File: src/rtl/mp3_pkg.sv
// Shared definitions for the MP3 decoder serial data stream.
//   mp3_state_e     : stream controller states
//   MP3_WORD_W      : default bits per serial word
//   MP3_CLK_DIV     : default clk cycles per SCLK half-period
//   MP3_BURST       : default words per DREQ grant
package mp3_pkg;

    typedef enum logic [2:0] {
        ST_IDLE,
        ST_LOAD,
        ST_SHIFT,
        ST_NEXT,
        ST_GAP
    } mp3_state_e;

    localparam int unsigned MP3_WORD_W  = 8;
    localparam int unsigned MP3_CLK_DIV = 4;
    localparam int unsigned MP3_BURST   = 32;

endpackage

File: src/rtl/mp3_sync2.sv
// Two-flop synchronizer for a single asynchronous level.
//   clk   : destination clock
//   rst_n : asynchronous active-low reset, both flops clear to 0
//   d     : asynchronous input
//   q     : synchronized output
module mp3_sync2 (
    input  logic clk,
    input  logic rst_n,
    input  logic d,
    output logic q
);

    logic meta_q, meta_d;
    logic sync_q, sync_d;

    always_comb begin
        meta_d = d;
        sync_d = meta_q;
    end

    always_ff @(posedge clk or negedge rst_n) begin
        if (!rst_n) begin
            meta_q <= 1'b0;
            sync_q <= 1'b0;
        end else begin
            meta_q <= meta_d;
            sync_q <= sync_d;
        end
    end

    assign q = sync_q;

endmodule

File: src/rtl/mp3_sdi_stream.sv
// Serial data streamer feeding an MP3 decoder SDI port in DREQ-gated bursts.
//   clk, rst_n : system clock, asynchronous active-low reset
//   s_valid    : upstream word available
//   s_data     : upstream word, shifted out MSB first
//   s_ready    : word accepted on an edge with s_valid && s_ready
//   dreq       : decoder data request (asynchronous)
//   sclk       : serial clock, idle low, data stable while high
//   sdata      : serial data
//   xdcs       : active-low data chip select
//   busy       : controller not idle
module mp3_sdi_stream
    import mp3_pkg::*;
#(
    parameter int unsigned WORD_W  = MP3_WORD_W,
    parameter int unsigned CLK_DIV = MP3_CLK_DIV,
    parameter int unsigned BURST   = MP3_BURST
) (
    input  logic              clk,
    input  logic              rst_n,
    input  logic              s_valid,
    input  logic [WORD_W-1:0] s_data,
    output logic              s_ready,
    input  logic              dreq,
    output logic              sclk,
    output logic              sdata,
    output logic              xdcs,
    output logic              busy
);

    localparam int unsigned BCW  = $clog2(BURST + 1);
    localparam int unsigned DCW  = $clog2(CLK_DIV + 1);
    localparam int unsigned BITW = $clog2(WORD_W);

    localparam logic [DCW-1:0]  DIV_LAST  = DCW'(CLK_DIV - 1);
    localparam logic [DCW-1:0]  DIV_ONE   = DCW'(1);
    localparam logic [BITW-1:0] BIT_LAST  = BITW'(WORD_W - 1);
    localparam logic [BITW-1:0] BIT_ONE   = BITW'(1);
    localparam logic [BCW-1:0]  BURST_LIM = BCW'(BURST);
    localparam logic [BCW-1:0]  BURST_ONE = BCW'(1);

    logic dreq_s;

    mp3_sync2 u_sync (
        .clk   (clk),
        .rst_n (rst_n),
        .d     (dreq),
        .q     (dreq_s)
    );

    mp3_state_e        state_q, state_d;
    logic [DCW-1:0]    div_q, div_d;
    logic              phase_q, phase_d;    // 0: sclk low half, 1: sclk high half
    logic [BITW-1:0]   bit_q, bit_d;
    logic [BCW-1:0]    burst_q, burst_d;
    logic [WORD_W-1:0] shift_q, shift_d;
    logic [BCW-1:0]    burst_inc;

    assign burst_inc = burst_q + BURST_ONE;

    always_comb begin
        state_d = state_q;
        div_d   = div_q;
        phase_d = phase_q;
        bit_d   = bit_q;
        burst_d = burst_q;
        shift_d = shift_q;
        s_ready = 1'b0;
        xdcs    = 1'b1;
        sclk    = 1'b0;
        sdata   = 1'b0;

        case (state_q)
            ST_IDLE: begin
                if (dreq_s && s_valid) state_d = ST_LOAD;
            end
            ST_LOAD: begin
                s_ready = 1'b1;
                xdcs    = 1'b0;
                shift_d = s_data;
                bit_d   = '0;
                div_d   = '0;
                phase_d = 1'b0;
                state_d = ST_SHIFT;
            end
            ST_SHIFT: begin
                xdcs  = 1'b0;
                sclk  = phase_q;
                sdata = shift_q[WORD_W-1];
                if (div_q == DIV_LAST) begin
                    div_d = '0;
                    if (!phase_q) begin
                        phase_d = 1'b1;
                    end else begin
                        // End of the high half closes the bit.
                        phase_d = 1'b0;
                        shift_d = {shift_q[WORD_W-2:0], 1'b0};
                        bit_d   = bit_q + BIT_ONE;
                        if (bit_q == BIT_LAST) state_d = ST_NEXT;
                    end
                end else begin
                    div_d = div_q + DIV_ONE;
                end
            end
            ST_NEXT: begin
                // dreq_s is not re-checked here: a grant covers the whole burst.
                xdcs    = 1'b0;
                burst_d = burst_inc;
                div_d   = '0;
                if ((burst_inc < BURST_LIM) && s_valid) state_d = ST_LOAD;
                else                                    state_d = ST_GAP;
            end
            ST_GAP: begin
                burst_d = '0;
                if (div_q == DIV_LAST) begin
                    div_d   = '0;
                    state_d = ST_IDLE;
                end else begin
                    div_d = div_q + DIV_ONE;
                end
            end
            default: state_d = ST_IDLE;
        endcase
    end

    assign busy = (state_q != ST_IDLE);

    always_ff @(posedge clk or negedge rst_n) begin
        if (!rst_n) begin
            state_q <= ST_IDLE;
            div_q   <= '0;
            phase_q <= 1'b0;
            bit_q   <= '0;
            burst_q <= '0;
            shift_q <= '0;
        end else begin
            state_q <= state_d;
            div_q   <= div_d;
            phase_q <= phase_d;
            bit_q   <= bit_d;
            burst_q <= burst_d;
            shift_q <= shift_d;
        end
    end

endmodule

File: config.mk
export PLATFORM = sky130hd
export DESIGN_NAME = mp3_sdi_stream
export DESIGN_NICKNAME = d
export VERILOG_FILES = /design/src/rtl/mp3_pkg.sv /design/src/rtl/mp3_sync2.sv /design/src/rtl/mp3_sdi_stream.sv
export SDC_FILE = /design/constraint.sdc
export NUM_CORES = 1
export LEC_CHECK = 0
export CORE_MARGIN = 1.5
export CORE_UTILIZATION = 58
export DETAILED_ROUTE_END_ITERATION = 8
export PLACE_DENSITY = 0.95
export SYNTH_ARGS = -nofsm -noshare
export SYNTH_HDL_FRONTEND = slang
export SYNTH_HIERARCHICAL = 1
export SYNTH_SLANG_ARGS = --single-unit
export TNS_END_PERCENT = 1
File: constraint.sdc
create_clock -name clk -period 2.25 [get_ports clk]
set_input_delay 0.3375 -clock clk [delete_from_list [all_inputs] [get_ports clk]]
set_output_delay 0.3375 -clock clk [all_outputs]
set_load 0.05 [all_outputs]
==> impl_metrics.env, run 1 <==
export IMPL_synth_top_area_cell="dfrtp_1"
export IMPL_worst_pin_slew_ns=0.549
export IMPL_finalClockSkew_ns=0.00806
export IMPL_initial_core_util=0.611
export IMPL_port_buffers=16
export IMPL_r2r_start="state_q[2]"
export IMPL_setup_violations=0
export IMPL_synthesis_instances=131
export IMPL_cellLeakagePower_nw=0.736
export IMPL_cpPeakStageDelay_ns=0.63
export IMPL_cp_data_arrival_time_ns=1.75
export IMPL_finalWeightedCongestion=0.826
export IMPL_r2r_cells=4
export IMPL_avgSynthCellArea_um2=10.3
export IMPL_dpl_instance_area_um2=1540
export IMPL_yosys_area_share_simple=0.183
export IMPL_fill_cells=154
export IMPL_slew_viol_final=0
export IMPL_synth_compound_area_share=0.176
export IMPL_synth_xor_area_frac=0.00648
export IMPL_crit_path_cell_trace="nor3b_4 > and2_1 > buf_12"
export IMPL_dp_hpwl_um=1900
export IMPL_die_y_um=51.3
export IMPL_yosys_register_bits=26
export IMPL_root_buffer="clkbuf_4"
export IMPL_yosysWarnings=6
export IMPL_ctsResizeCount=0
export IMPL_crit_path_max_fanout=14
export IMPL_wl_per_cell_um=15.5
export IMPL_route_vias_total=1051
export IMPL_drt_pass1_iterations=4
export IMPL_die_width_um=51.3
export IMPL_syn_to_final_growth_pct=20.1
export IMPL_cts_buffer_depth=2
export IMPL_cts_setup_buffers=0
export IMPL_yosys_top_cells_count="dfrtp_1, nand2_1, o21ai_1"
export IMPL_r2r_end="bit_q[0]"
export IMPL_synthAdderAreaFrac=0.0370
export IMPL_crit_path_end_kind="output pin"
export IMPL_grt_max_degree=27
export IMPL_synth_top_area_share=0.481
export IMPL_crit_buf_inv=1
export IMPL_hold_violations=0
export IMPL_rows=17
export IMPL_drive_gt1_frac=0.173
export IMPL_slew_headroom=0.634
export IMPL_drc=0
export IMPL_viasPerCell=5.90
export IMPL_grt_pass1_wl_um=4660
export IMPL_grtUsageTotal=0.241
export IMPL_antenna_cells=0
export IMPL_routed_wirelength_um=2760
export IMPL_worstSkewPairLatency_ns=0.33
export IMPL_worstPathRequired_ns=1.91
export IMPL_synth_top_family_by_area="simple AND/OR/NAND/NOR gates"
export IMPL_fmax_mhz=480
export IMPL_core_area_um2=2210
export IMPL_peakVddDrop_v=0.000913
export IMPL_crit_cells=3
export IMPL_die_area_um2=2630
export IMPL_htreeDepth=1
export IMPL_nets=167
export IMPL_ys_types=38
export IMPL_fin_crit_sh=0.926
export IMPL_ant_nets=0
export IMPL_r2r_slack_ns=0.41
export IMPL_drv_cap=0
export IMPL_min_path_type="in2async"
export IMPL_grt_pass1_vias=1055
export IMPL_slowest_stage="dfrtp_1"
export IMPL_cts_tree="built"
export IMPL_min_period_ns=2.08
export IMPL_critical_path_top_delay_family="flip-flops"
export IMPL_finalSetupTns_ns=0
export IMPL_io_pins=17
export IMPL_synth_edff_count=0
export IMPL_overflow=0
export IMPL_crit_path_start="state_q[1]"
export IMPL_drt_iter0_drc=37
export IMPL_rsz0062_at_grt="false"
export IMPL_ys_flop_type="dfrtp_1"
export IMPL_critPathLaunchType="flip-flop"
export IMPL_clk_pin_slew_ns=0.15
export IMPL_synth_most_common_cell="dfrtp_1"
export IMPL_cts_made_buffers=3
export IMPL_async_reset_ff_frac=1.00
export IMPL_status="complete, no violations"
export IMPL_synth_area_top_cells="dfrtp_1, nand2_1, mux2i_1"
export IMPL_crit_type="reg2out"
export IMPL_syn_nets=147
export IMPL_cts_hold_buf=0
export IMPL_antenna_found_initial=0
export IMPL_syn_cell_area_um2=1350
export IMPL_clock_sinks=26
export IMPL_cellPowerDensity_nw_per_um2=1310
export IMPL_ys_seq_area_frac=0.481
export IMPL_final_area_um2=1620
export IMPL_crit_end="sdata"
export IMPL_synthMuxAreaShare=0.0759
stage by stage:
stage,std cells,setup WS [ns],hold slack [ns],utilization,power (mW)
finish,178,0.167,0.340,0.734,2.13
global route,178,0.0757,0.383,0.734,2.26
CTS,174,0.0332,0.352,0.721,2.07
detailed placement,170,0.407,0.345,0.697,1.75
global placement,170,0.476,0.336,0.697,1.68
floorplan,131,0.474,0.0419,-,1.49
worst min path at each step:
stage / to / start / slack [ns] / cells past startpoint
global placement: u_sync/q / u_sync/meta_q / 0.34 / 0
CTS: bit_q[2] / rst_n / 0.35 / 2
detailed placement: u_sync/q / u_sync/meta_q / 0.35 / 0
floorplan: bit_q[0] / rst_n / 0.04 / 0
global route: bit_q[2] / rst_n / 0.38 / 2
finish: bit_q[2] / rst_n / 0.34 / 2
where the power goes:
| part | leakage [nW] | switching (mW) | internal, mW |
|---|---|---|---|
| clock | 0.0279 | 0.145 | 0.180 |
| sequential | 0.336 | 0.191 | 0.616 |
| combinational | 0.372 | 0.547 | 0.447 |
| total | 0.736 | 0.884 | 1.24 |
cell families after synthesis:
kind of cell | after synthesis
AND/OR/NAND/NOR | 47
AO/OA/AOI/OAI | 34
flip-flops | 26
multiplexers | 10
buffers and inverters | 9
adder cells (fa/ha/maj) | 4
XOR/XNOR | 1
area by class of cell:
| cell class | instances | area, µm² | area share |
|---|---|---|---|
| clock buffer | 3 | 22.5 | 0.0139 |
| sequential | 26 | 651 | 0.401 |
| tap | 28 | 35.0 | 0.0216 |
| clock inverter | 1 | 30.0 | 0.0185 |
| inverter | 2 | 8.76 | 0.00539 |
| timing repair buffer | 22 | 230 | 0.142 |
| multi-input combinational | 96 | 647 | 0.398 |
worst reg2reg max path: stages, from the launching register on:
cell and delay (ns):
dfrtp_1 0.72, or3b_4 0.28, clkinv_2 0.13, a31oi_4 0.42
mux2_2 0.25
cells in the final DEF (no fill, tap or decap), drive strengths merged, types with 2 or more instances in the layout:
| master | synthesis | routed |
|---|---|---|
| nand4 | 2 | 2 |
| mux2 | 2 | 2 |
| a21boi | 3 | 3 |
| and3 | 2 | 2 |
| a211oi | 2 | 2 |
| nand2 | 23 | 23 |
| a22o | 2 | 2 |
| buf | 4 | 11 |
| or2 | 2 | 2 |
| or3 | 2 | 2 |
| dfrtp | 26 | 26 |
| nand3 | 2 | 2 |
| clkbuf | 3 | 3 |
| ha | 4 | 4 |
| nor2 | 4 | 4 |
| a21oi | 7 | 7 |
| mux2i | 8 | 8 |
| and2 | 2 | 2 |
| a31oi | 4 | 4 |
| o21ai | 12 | 12 |
| a311oi | 2 | 2 |
| clkdlybuf4s50 | 0 | 11 |
metal layers:
layer | GRT usage | part of all wire | wire [µm] | up-vias
met5 | 0 | 0 | 0 | -
met4 | 0.118 | 0.010 | 29 | 0
met3 | 0.0380 | 0.025 | 68 | 5
met2 | 0.400 | 0.51 | 1420 | 18
met1 | 0.306 | 0.45 | 1250 | 520
li1 | - | - | - | 508
registers in the layout, indices dropped and copies added (netlist names):
name,cells
div_q,3
phase_q,1
burst_q,6
shift_q,8
bit_q,3
u_sync/q,1
u_sync/meta_q,1
state_q,3
Power figures use the tool's default switching activity.
==> run 2, diff against run 1 <==
CTS_CLUSTER_DIAMETER = 60   (was default)
==> results of run 2 <==
The final DEF is identical to that of run 1; final timing and power are the same.
==> run 3, diff against run 2 <==
GPL_TIMING_DRIVEN = 0   (was default)
==> run 3 against run 2 <==
Compared with the run above: die area did not move; largest power group unchanged; clock skew fell by 0.0051 ns; setup slack got worse by 0.041 ns; highest routed layer unchanged; fmax fell by 1.9%; register-to-register slack improved by 0.19 ns; hold slack improved by 0.029 ns; largest cell class unchanged; core utilization fell by 2.6 points.
==> impl_metrics.env, run 3 (synthesized netlist as in run 1, its figures left out) <==
export IMPL_status="complete, no violations"
export IMPL_clock_sinks=26
export IMPL_wl_met1_um=1180
export IMPL_die_area_um2=2630
export IMPL_wl_met2_um=1490
export IMPL_worst_pin_slew_ns=1.15
export IMPL_grt_pass1_wl_um=4840
export IMPL_crit_type="reg2out"
export IMPL_mostFrequentLayoutCells="dfrtp_1, nand2_1, clkdlybuf4s50_1"
export IMPL_cpPeakStageDelay_ns=0.40
export IMPL_critPathLaunchType="flip-flop"
export IMPL_power_mw=1.99
export IMPL_dp_slack_ns=-0.0919
export IMPL_dr_wl_met3_um=108
export IMPL_setup_violations=0
export IMPL_final_common_cell="dfrtp_1"
export IMPL_drc=0
export IMPL_peakVddDrop_v=0.000895
export IMPL_ant_nets=0
export IMPL_route_vias_total=1100
export IMPL_crit_path_max_fanout=10
export IMPL_highest_layer="met4"
export IMPL_finalWeightedCongestion=0.814
export IMPL_port_buffers=16
export IMPL_syn_to_final_growth_pct=15.8
export IMPL_cellLeakagePower_nw=0.716
export IMPL_rows=17
export IMPL_min_period_ns=2.12
export IMPL_drv_cap=0
export IMPL_crit_path_cell_trace="buf_6 > nor3b_4 > buf_6 > and2_1 > buf_2"
export IMPL_ff_latch_area_um2=651
export IMPL_nets=168
export IMPL_cts_hold_buf=0
export IMPL_finalClockSkew_ns=0.00292
export IMPL_fin_crit_sh=0.944
export IMPL_routed_wirelength_um=2860
export IMPL_dp_hpwl_um=2010
export IMPL_antenna_found_initial=0
export IMPL_drt_pass1_iterations=4
export IMPL_cts_buffer_depth=2
export IMPL_crit_buf_inv=3
export IMPL_cts_made_buffers=3
export IMPL_multi_input_comb_area_um2=647
export IMPL_cts_tree="built"
export IMPL_grt_max_degree=27
export IMPL_slew_headroom=0.229
export IMPL_hold_violations=0
export IMPL_reg_top3="shift_q x8, burst_q x6"
export IMPL_initial_core_util=0.611
export IMPL_clk_pin_slew_ns=0.14
export IMPL_slowest_stage="dfrtp_1"
export IMPL_root_buffer="clkbuf_4"
export IMPL_min_path_type="reg2reg"
export IMPL_core_area_um2=2210
export IMPL_wl_per_cell_um=16.0
export IMPL_worstSkewPairLatency_ns=0.33
export IMPL_drive_gt1_frac=0.166
export IMPL_drt_iter0_drc=24
export IMPL_rsz0062_at_grt="false"
export IMPL_critPathMostFrequentCell="buf_6"
export IMPL_viasPerCell=6.15
export IMPL_cp_data_arrival_time_ns=1.79
export IMPL_io_pins=17
export IMPL_htreeDepth=1
export IMPL_die_width_um=51.3
export IMPL_fill_cells=161
export IMPL_fmax_mhz=471
export IMPL_setup_ws_ns=0.126
export IMPL_cellPowerDensity_nw_per_um2=1270
export IMPL_antenna_cells=0
export IMPL_crit_path_end_kind="output pin"
export IMPL_largest_reg_flops=8
export IMPL_overflow=0
export IMPL_die_y_um=51.3
export IMPL_critical_path_top_delay_family="buffers and inverters"
export IMPL_grt_pass1_vias=1054
export IMPL_grtUsageTotal=0.254
export IMPL_slew_viol_final=0
export IMPL_worstPathRequired_ns=1.91
export IMPL_fin_hold_ws_ns=0.369
export IMPL_top_register="shift_q"
run 3: cell count changes in the layout (fill, tap and decap cells not counted), sizes merged:
cell	change
clkbuf	+8
bufinv	-1
buf	-6
run 3: area by class of cell:
class                      count  share of cell area
buffer                         7              0.0327
clock buffer                   4              0.0232
timing repair buffer          16              0.0879
inverter                       2             0.00559
tap                           28              0.0224
multi-input combinational     96               0.413
sequential                    26               0.415
run 3: worst reg2reg max path, cell delays in order (launching register included):
cell and delay (ns):
dfrtp_1 0.41, ha_1 0.22, and2b_2 0.24, nor3_1 0.44, or4_1 0.20, a21oi_1 0.04
run 3: power by group:
part           switching (mW)  total, mW  internal [mW]
sequential              0.140      0.758          0.617
combinational           0.600      0.987          0.387
clock                   0.147      0.246         0.0993
total                   0.887       1.99           1.10
run 3: timing repair:
action	in CTS	in global routing
endpoints found under the hold margin	0	0
buffers inserted	0	0
pin swaps	0	1
gates resized for setup	14	9
endpoints found under the setup margin	5	5
run 3: per-layer routing:
metal,track usage,vias to the layer above
met5,0,-
met2,0.405,33
met1,0.333,541
met3,0.0468,13
li1,-,513
met4,0.127,0
run 3: final timing paths:
| path | slack, ns | depth (start not counted) | endpoint | startpoint |
|---|---|---|---|---|
| hold / removal | 0.37 | 0 | u_sync/q | u_sync/meta_q |
| setup / recovery | 0.13 | 5 | sclk | state_q[2] |
| max in group asynchronous | 0.97 | 1 | burst_q[2] | rst_n |
| min in group asynchronous | 0.60 | 1 | shift_q[0] | rst_n |
| setup reg to reg | 0.60 | 5 | state_q[0] | div_q[0] |
| hold reg to reg | 0.37 | 0 | u_sync/q | u_sync/meta_q |
run 3: through the flow:
step / std cells / instance area [µm²] / setup TNS, ns / utilization
2_1_floorplan: 131 / 1350 / 0 / -
3_3_place_gp: 175 / 1550 / -0.167 / 0.700
3_5_place_dp: 175 / 1550 / -0.171 / 0.700
4_1_cts: 179 / 1570 / 0 / 0.710
5_1_grt: 179 / 1570 / 0 / 0.708
6_report: 179 / 1570 / 0 / 0.708
